--- src/rtl/spi_sub_sync.sv ---
// SPI mode-0 subordinate that samples sclk/cs_n/mosi into the clk domain
// and moves fixed WIDTH-bit frames MSB first in both directions.
//
// state | meaning
// IDLE  | no frame, miso 0, waiting for cs_n to fall
// SHIFT | frame in progress, bits moving on sclk edges
// DONE  | WIDTH bits taken; publish rx word once, wait for cs_n to rise
module spi_sub_sync #(
    parameter int WIDTH = 128
) (
    input  logic             clk,
    input  logic             rst_n,
    input  logic             cs_n,
    input  logic             sclk,
    input  logic             mosi,
    output logic             miso,
    input  logic [WIDTH-1:0] tx_data,
    input  logic             tx_load,
    output logic [WIDTH-1:0] rx_data,
    output logic             rx_valid,
    output logic             busy,
    output logic             aborted
);

    localparam int CW = $clog2(WIDTH) + 1;
    localparam logic [CW-1:0] LAST_BIT = CW'(WIDTH - 1);

    typedef enum logic [1:0] {IDLE, SHIFT, DONE} state_t;

    state_t           state;
    logic [2:0]       sclk_q;
    logic [2:0]       cs_q;
    logic [1:0]       mosi_q;
    logic [WIDTH-1:0] tx_buf;
    logic [WIDTH-1:0] tx_sh;
    logic [WIDTH-1:0] rx_sh;
    logic [CW-1:0]    cnt;
    logic             rx_pend;

    logic sclk_rise;
    logic sclk_fall;
    logic cs_rise;
    logic cs_fall;
    logic last_rise;

    // [0],[1] form the synchronizer; [2] is the previous synchronized value
    always_ff @(posedge clk or negedge rst_n) begin
        if (!rst_n) begin
            sclk_q <= '0;
            cs_q   <= '0;
            mosi_q <= '0;
        end else begin
            sclk_q <= {sclk_q[1:0], sclk};
            cs_q   <= {cs_q[1:0], cs_n};
            mosi_q <= {mosi_q[0], mosi};
        end
    end

    assign sclk_rise = sclk_q[1] & ~sclk_q[2];
    assign sclk_fall = ~sclk_q[1] & sclk_q[2];
    assign cs_rise   = cs_q[1] & ~cs_q[2];
    assign cs_fall   = ~cs_q[1] & cs_q[2];
    assign last_rise = sclk_rise && (cnt == LAST_BIT);

    always_ff @(posedge clk or negedge rst_n) begin
        if (!rst_n) begin
            tx_buf <= '0;
        end else if (tx_load) begin
            tx_buf <= tx_data;
        end
    end

    always_ff @(posedge clk or negedge rst_n) begin
        if (!rst_n) begin
            state    <= IDLE;
            tx_sh    <= '0;
            rx_sh    <= '0;
            cnt      <= '0;
            rx_pend  <= 1'b0;
            rx_data  <= '0;
            rx_valid <= 1'b0;
            busy     <= 1'b0;
            aborted  <= 1'b0;
            miso     <= 1'b0;
        end else begin
            rx_valid <= 1'b0;
            aborted  <= 1'b0;
            case (state)
                IDLE: begin
                    miso <= 1'b0;
                    busy <= 1'b0;
                    if (cs_fall) begin
                        state <= SHIFT;
                        tx_sh <= tx_buf;
                        cnt   <= '0;
                        miso  <= tx_buf[WIDTH-1];
                        busy  <= 1'b1;
                    end
                end
                SHIFT: begin
                    // a final bit landing with cs_n rising still completes the frame
                    if (cs_rise && !last_rise) begin
                        state   <= IDLE;
                        aborted <= 1'b1;
                        busy    <= 1'b0;
                        miso    <= 1'b0;
                    end else if (sclk_rise) begin
                        rx_sh <= {rx_sh[WIDTH-2:0], mosi_q[1]};
                        cnt   <= cnt + 1'b1;
                        if (last_rise) begin
                            state   <= DONE;
                            rx_pend <= 1'b1;
                            miso    <= 1'b0;
                        end
                    end else if (sclk_fall && (cnt != '0) && (cnt <= LAST_BIT)) begin
                        tx_sh <= {tx_sh[WIDTH-2:0], 1'b0};
                        miso  <= tx_sh[WIDTH-2];
                    end
                end
                DONE: begin
                    miso <= 1'b0;
                    if (rx_pend) begin
                        rx_data  <= rx_sh;
                        rx_valid <= 1'b1;
                        rx_pend  <= 1'b0;
                    end
                    if (cs_q[1]) begin
                        state <= IDLE;
                        busy  <= 1'b0;
                    end
                end
                default: begin
                    state <= IDLE;
                    busy  <= 1'b0;
                    miso  <= 1'b0;
                end
            endcase
        end
    end

endmodule

--- config.mk ---
export PLATFORM = sky130hd
export DESIGN_NAME = spi_sub_sync
export DESIGN_NICKNAME = d
export VERILOG_FILES = /design/src/rtl/spi_sub_sync.sv
export SDC_FILE = /design/constraint.sdc
export NUM_CORES = 1
export LEC_CHECK = 0
export CAP_MARGIN = 5
export CORE_MARGIN = 2
export CORE_UTILIZATION = 55
export CTS_CLUSTER_SIZE = 12
export DETAILED_ROUTE_END_ITERATION = 8
export PLACE_DENSITY_LB_ADDON = 0.12
export SYNTH_ARGS = -nofsm -noshare
export SYNTH_HDL_FRONTEND = slang
export SYNTH_SLANG_ARGS = --single-unit
export TNS_END_PERCENT = 30
--- constraint.sdc ---
create_clock -name clk -period 3.5 [get_ports clk]
set_clock_uncertainty 0.1 [all_clocks]
set_input_delay 0.525 -clock clk [delete_from_list [all_inputs] [get_ports clk]]
set_output_delay 0.525 -clock clk [all_outputs]
set_load 0.02 [all_outputs]
# After elaboration in Yosys (flattened, before gate mapping)
# Cells that the tools add are included.
dict set report word_totals {
  register_bits 534
  wordCells 90
  inputBits 134
  output_inout_bits 132
}
dict set report classes {
  n_reduce_logical 17
  n_lt_le_gt_ge 1
  bitwise_logic 9
  n_eq_ne 15
  mux 33
  add_sub_neg 1
}
# cell count
set op_table {}
lappend op_table {{$mux W127} 4}
lappend op_table {{$pmux W127 S2} 1}
lappend op_table {{$mux W8} 3}
lappend op_table {{$ne A2 B2 Y1 const B} 8}
lappend op_table {{$pmux W8 S2} 1}
lappend op_table {{$mux W1} 15}
lappend op_table {{$reduce_and A4 Y1} 3}
lappend op_table {{$mux W2} 5}
lappend op_table {{$add A8 B1 Y8 const B} 1}
lappend op_table {{$eq A8 B7 Y1 const B} 1}
lappend op_table {{$le A8 B7 Y1 const B} 1}
lappend op_table {{$ne A4 B4 Y1 const B} 2}
lappend op_table {{$reduce_bool A8 Y1} 1}
lappend op_table {{$ne A3 B3 Y1 const B} 2}
lappend op_table {{$pmux W2 S3} 1}
lappend op_table {{$reduce_and A2 Y1} 3}
lappend op_table {{$not A1 Y1} 5}
lappend op_table {{$reduce_and A5 Y1} 1}
lappend op_table {{$and A1 B1 Y1} 4}
lappend op_table {{$logic_and A1 B1 Y1} 4}
lappend op_table {{$pmux W1 S2} 2}
lappend op_table {{$reduce_bool A2 Y1} 2}
lappend op_table {{$pmux W1 S3} 1}
lappend op_table {{$reduce_and A3 Y1} 1}
lappend op_table {{other kinds (4)} 4}

# Logic depth before layout (Yosys ltp)
# Gate-level depths: netlist (run 1).
dict set report depth {
  ltp_word 8
  ltp_mapped 9
  depth_no_buf 5
}

# Worst setup path before layout (run 1)
# Ideal clock, no wire load.
dict set report synth_timing {
  kind {reg2reg}
  from {register cnt[0]}
  to {register rx_sh[118]}
  stages_incl_launch_ff 10
  n_path_buf 4
  setup_ns 0.125
  t_arrival_ns 1.986
  path_slack_ns 1.290
  t_required_ns 3.275
  period_less_slack_ns 2.210
  path_cell_list {dfrtp_1 ha_1 and3_1 buf_2 a21o_1 buf_4 nand2_1 buf_2 buf_6 mux2_2}
}
dict set report synth_via {
  elab_chain_cells 6
}
# element line
set synth_rtl {}
lappend synth_rtl {{start, declared} 37} ;# logic [CW-1:0] cnt;
lappend synth_rtl {{start signal, assigned} 109} ;# cnt <= cnt + 1'b1;
lappend synth_rtl {{$eq A8 B7 Y1} 63} ;# assign last_rise = sclk_rise && (cnt == LAST_BIT);
lappend synth_rtl {{$logic_and A1 B1 Y1} 63}
lappend synth_rtl {{$logic_not A1 Y1} 102} ;# if (cs_rise && !last_rise) begin
lappend synth_rtl {{$logic_and A1 B1 Y1} 102}
lappend synth_rtl {{$not A1 Y1 (no line)} --}
lappend synth_rtl {{$reduce_and A3 Y1 (no line)} --}
lappend synth_rtl {{end signal, assigned} 108} ;# rx_sh <= {rx_sh[WIDTH-2:0], mosi_q[1]};
lappend synth_rtl {{end, declared} 36} ;# logic [WIDTH-1:0] rx_sh;
# Every way passes these cells.
# A chain may end at the register's enable or synchronous reset.

# Worst setup path after layout (run 1)
dict set report layout_timing {
  from {register cnt[0]}
  to {register rx_sh[3]}
}
# The elaborated chain is that of the path after synthesis.

==> results of run 1 <==
[layout make-up]
type                            count  area share
Sequential cell                   534      0.5040
Multi-Input combinational cell    722      0.2924
Inverter                            4   0.0005663
Clock inverter                      8    0.004483
Antenna cell                        2   0.0001888
Timing Repair Buffer              285      0.1120
Tap cell                          518     0.02444
Clock buffer                       80     0.06196
[metal layers]
metal / global-route usage / part of all wire / vias up
li1: - / - / 5313
met1: 0.2697 / 0.44 / 6003
met2: 0.3257 / 0.49 / 200
met3: 0.04708 / 0.053 / 49
met4: 0.06066 / 0.018 / 2
met5: 0 / 0.00035 / -
[placed cells by master, fill, tap and decap left out, drive strengths merged, types with 2 or more instances in the layout]
cell type | netlist | layout
a211oi | 5 | 5
a21o | 2 | 2
a21oi | 3 | 3
a31oi | 4 | 4
and2 | 3 | 3
and3 | 4 | 4
buf | 39 | 21
bufinv | 0 | 3
clkbuf | 37 | 80
clkdlybuf4s50 | 0 | 263
clkinv | 0 | 5
dfrtp | 534 | 534
diode | 0 | 2
ha | 2 | 2
inv | 4 | 4
mux2 | 637 | 637
mux2i | 4 | 4
nand2 | 10 | 10
nand2b | 2 | 2
nand3 | 11 | 11
nand4 | 2 | 2
nor2 | 3 | 3
nor2b | 5 | 5
nor4 | 2 | 2
o21ai | 11 | 11
o21bai | 2 | 2
[through the flow]
step                setup slack, ns  cell area (um2)
CTS                          0.8078            26510
detailed placement           0.8347            24740
global placement             0.9462            24740
finish                       0.8233            26520
global route                 0.6789            26510
floorplan                     1.290            21570
[cell usage after synthesis (2+ instances only)]
library cell and number:
mux2_2 606, dfrtp_1 534, clkbuf_1 37, mux2_1 31, buf_4 12, buf_6 11
nand3_1 11, o21ai_0 11, nand2_1 10, buf_2 8, nor2b_1 5, a211oi_1 4
and3_1 4, buf_1 4, buf_8 4, inv_1 4, mux2i_1 4, a21oi_1 3
a31oi_1 3, and2_1 3, nor2_1 3, a21o_1 2, ha_1 2, nand2b_1 2
nand4_1 2, nor4_1 2, o21bai_1 2
[cells by family (layout without fill, tap and decap cells)]
| kind of cell | count (synthesis) | after routing | synth area share |
|---|---|---|---|
| DFF | 534 | 534 | 0.6196 |
| buffers and inverters | 80 | 377 | 0.02239 |
| AOI/OAI and AO/OA | 32 | 32 | 0.01050 |
| and+or+nand+nor | 47 | 47 | 0.01195 |
| other | 0 | 2 | 0 |
| adders and majority gates | 2 | 2 | 0.001160 |
| muxes | 641 | 641 | 0.3344 |
[timing repair]
action / in CTS / in global routing
setup buffers: 0 / 0
hold endpoints to repair: 67 / 0
gates resized for setup: 0 / 0
hold buffers: 1 / 0
[power breakdown]
group | switching, uW | leakage [uW] | internal [uW]
Clock | 2250 | 0.000870 | 3430
Sequential | 461 | 0.00688 | 7130
Combinational | 836 | 0.00436 | 1480
Total | 3550 | 0.0121 | 12000
[final timing paths]
kind | cells past startpoint | start | slack (ns) | to
min reg2reg | 0 | mosi_q[0]$_DFF_PN0_ | 0.25 | mosi_q[1]$_DFF_PN0_
min | 0 | mosi_q[0]$_DFF_PN0_ | 0.25 | mosi_q[1]$_DFF_PN0_
max | 6 | cnt[0]$_DFFE_PN0P_ | 0.82 | rx_sh[3]$_DFFE_PN0P_
max in group asynchronous | 3 | rst_n | 1.84 | rx_sh[67]$_DFFE_PN0P_
max reg2reg | 6 | cnt[0]$_DFFE_PN0P_ | 0.82 | rx_sh[3]$_DFFE_PN0P_
min in group asynchronous | 2 | rst_n | 0.41 | tx_buf[114]$_DFFE_PN0P_
[registers in the layout (all words and copies together) (netlist names)]
name      count
rx_valid      1
rx_pend       1
cnt           8
state         2
tx_buf      128
miso          1
rx_data     128
sclk_q        3
aborted       1
cs_q          3
busy          1
tx_sh       127
rx_sh       128
mosi_q        2
==> reports/metrics.yaml, run 1 <==
status: "complete, no violations"
cts_max_level: 2
max_cap_violations: 0
synth-async-reset-ratio: 1.000
yosysWarnings: 0
slowest_stage: "nand2_4"
ys_types: 39
synthTopCellsByArea: "dfrtp_1 (62%), mux2_2 (32%), mux2_1 (1.6%)"
route.antenna.remaining_nets: 0
place_congestion: 0.8094
synth_edf_count: 0
chipHeight_um: 202.0
num_vias: 11570
critPathBufInv: 1
insertion_delay_ns: 0.58
synthCells: 1336
finish.utilization: 0.6861
cts_sinks: 534
worstPathArrival_ns: 3.03
clkTransAtPathRegs_ns: 0.06
path_cells: "ha_1 -> and3_1 -> a21o_1 -> nand2_4 -> buf_4 -> mux2_2"
initial_core_util: 0.5581
numPortBuffers: 265
multi_input_area_mm2: 0.007752
clock_path_buffers: 3
wl_per_cell_um: 18.35
finalCritPeriodShare: 0.7648
holdCritPathClass: "register to register"
leakagePower_uw: 0.01211
cp_top_family: "simple AND/OR/NAND/NOR gates"
fp.dieArea_mm2: 0.04081
crit_fanout: 34
hold_ws_ns: 0.2473
period_minus_slack_ns: 2.677
drt_iter0_markers: 481
synth_seq_cells: 534
hpwl_um: 25220
rsz0062_at_grt: "no"
root_buffer: "clkbuf_16"
finalMaxSlewViolations: 0
tightest_slew_ns: 0.7442
antenna_found_initial: 3
worstSetupStartpointType: "register"
yosys.area.top_type: "dfrtp_1"
syn_nets: 1472
ios: 266
synth-seq-area-share: 0.6196
cp_slowest_stage_delay_ns: 0.42
finalSetupTns_ns: 0
max_freq_mhz: 373.6
via_per_inst: 5.373
worst-endpoint-required_ns: 3.86
path_class: "register to register"
drcViolationCount: 0
cts_buffers: 55
final_nets: 1738
grt_pass1_vias: 12220
drive_above_1_share: 0.4348
crit_path_end_kind: "register"
area_delta_synth_final_pct: 22.94
peakVddDrop_v: 0.0004352
stdcell_count: 2153
cts_tree: "built"
synth_top_flop_cell: "dfrtp_1"
syn_avg_cell_area_um2: 16.14
synth.cell_area_mm2: 0.02157
die-width_um: 202.0
slew_headroom: 0.5038
grt_pass1_wl_um: 65380
dp_cells: 2062
fp-row-count: 72
total_power_uw: 15580
fp.coreArea_mm2: 0.03865
dr.pass1.iters: 4
power.density_mw_per_mm2: 587.6
finalHoldViolCount: 0
synth_top_area_share: 0.6196
fillers: 2669
seqCellArea_mm2: 0.01336
grt_usage: 0.2002
grt_max_degree: 130
finalSetupViolations: 0
totalWireLength_um: 39510
grt-ovfl-total: 0
Note: power is estimated with default switching activity, not from simulation.
==> run 2, diff against run 1 <==
Clock period 3.5 ns to 2.6 ns, I/O delays scaled along.
==> run 2 against run 1 <==
  * Global-route usage rose by 0.45 points
  * Clock-buffer cell count rose by 3
  * Non-clock buffer count rose by 28
  * Worst setup slack got worse by 0.66 ns
  * Sequential power rose by 34%
  * Critical endpoint is now tx_sh[24]$_DFFE_PN0P_
  * Largest cell class unchanged
==> reports/metrics.yaml, run 2 (same netlist as run 1, synthesis figures left out) <==
total_power_uw: 20680  # +33%
antenna_found_initial: 4  # +1
status: "complete, no violations"
grt_usage: 0.2048  # +0.004536
power.density_mw_per_mm2: 775.7  # +32%
finalSetupTns_ns: 0  # unchanged
grt-ovfl-total: 0  # unchanged
max_cap_violations: 0  # unchanged
numPortBuffers: 265  # unchanged
slew_headroom: 0.5590  # +0.05518
cts_buffers: 54  # -1.8%
worstSetupStartpointType: "register"
finalMaxSlewViolations: 0  # unchanged
route.antenna.remaining_nets: 0  # unchanged
final_area_mm2: 0.02666  # +0.56%
cts_setup_buffers: 0  # unchanged
drt_iter0_markers: 433  # -10%
crit_path_end_kind: "register"
final_common_cell: "mux2_2"
num_vias: 11650  # +0.73%
worst-endpoint-required_ns: 2.96  # -0.90 ns
cts_sinks: 534  # unchanged
hold_ws_ns: 0.1990  # -0.04836 ns
seqCellArea_mm2: 0.01336  # unchanged
peakVddDrop_v: 0.0006707  # +54%
root_buffer: "clkbuf_16"
place_congestion: 0.7697  # -4.9%
drcViolationCount: 0  # unchanged
chipHeight_um: 202.0  # unchanged
fp.dieArea_mm2: 0.04081  # unchanged
clock_path_buffers: 3  # unchanged
hpwl_um: 27030  # +7.2%
grt_pass1_vias: 12470  # +2.0%
multi_input_area_mm2: 0.007752  # unchanged
rsz0062_at_grt: "no"
worstPathArrival_ns: 2.79  # -0.24 ns
via_per_inst: 5.342  # -0.57%
fillers: 2655  # -0.52%
die-width_um: 202.0  # unchanged
leakagePower_uw: 0.01220  # +0.72%
drive_above_1_share: 0.4398  # +0.004976
grt_max_degree: 91  # -30%
finalCritPeriodShare: 0.9355  # +0.1707
final_cell_mix: "mux2_2 (606), dfrtp_1 (534), clkdlybuf4s50_1 (263)"
clkTransAtPathRegs_ns: 0.06  # about the same
ios: 266  # unchanged
fp-row-count: 72  # unchanged
grt_pass1_wl_um: 66940  # +2.4%
max_freq_mhz: 411.1  # +10%
totalWireLength_um: 40870  # +3.4%
initial_core_util: 0.5581  # unchanged
period_minus_slack_ns: 2.432  # -0.2444 ns
finalSetupViolations: 0  # unchanged
finalHoldViolCount: 0  # unchanged
holdCritPathClass: "input pin to register"
path_class: "register to register"
fp.coreArea_mm2: 0.03865  # unchanged
top_regs: "rx_data: 128 flops, rx_sh: 128 flops, tx_buf: 128 flops"
dr.pass1.iters: 4  # unchanged
insertion_delay_ns: 0.58  # about the same
wl_per_cell_um: 18.74  # +2.1%
tightest_slew_ns: 0.6601  # -0.08414 ns
crit_fanout: 24  # -29%
cts_max_level: 2  # unchanged
placed_area_mm2: 0.02502  # +1.2%
final_nets: 1765  # +1.6%
area_delta_synth_final_pct: 23.62
finish.utilization: 0.6899  # +0.003820
cts_tree: "built"
run 2: timing repair:
| item | 4_1_cts | 5_1_grt |
|---|---|---|
| resized for setup | 0 | 0 |
| hold buffers | 1 | 0 |
| endpoints found under the hold margin | 45 | 0 |
run 2: cell type report:
class / count / share of cell area
diodes: 3 / 0.0002816
clock buffers: 83 / 0.05969
clock inverters: 4 / 0.001126
inverters: 4 / 0.0005631
multi-input cells: 722 / 0.2908
flip-flops and latches: 534 / 0.5012
well taps: 518 / 0.02431
repair buffers: 313 / 0.1221
run 2: layer usage:
layer  global-route usage  wire, um  up-vias
met5                    0        13        -
met4              0.06276       756        2
met3              0.04547      1925       54
met2               0.3348     19980      196
met1               0.2757     18190     6040
li1                     -         -     5359
run 2: power breakdown:
part,switching (uW),internal (uW),total [uW]
Clock,3040,4160,7200
Sequential,633,9590,10200
Combinational,1180,2080,3250
run 2: final timing paths:
kind,start,endpoint,slack [ns],cells past startpoint
worst max register to register,cnt[0]$_DFFE_PN0P_,tx_sh[24]$_DFFE_PN0P_,0.17,7
worst max-delay path,cnt[0]$_DFFE_PN0P_,tx_sh[24]$_DFFE_PN0P_,0.17,7
worst min register to register,mosi_q[0]$_DFF_PN0_,mosi_q[1]$_DFF_PN0_,0.25,0
max in group asynchronous,rst_n,tx_buf[40]$_DFFE_PN0P_,1.19,4
min in group asynchronous,rst_n,tx_buf[114]$_DFFE_PN0P_,0.24,2
worst min-delay path,cs_n,cs_q[0]$_DFF_PN0_,0.20,1
run 2: stage by stage:
stage | cells | worst slack [ns]
CTS | 2178 | 0.1657
floorplan | 1336 | 0.3897
global placement | 2090 | 0.2498
finish | 2181 | 0.1676
global route | 2180 | 0.03765
detailed placement | 2090 | 0.1879
run 2: worst max-delay path, stage by stage (launching register included):
cell and delay [ns]:
dfrtp_1 0.38, ha_1 0.22, and3_1 0.31, a31oi_4 0.18, a211oi_4 0.32, buf_12 0.24, buf_12 0.19, mux2_2 0.35
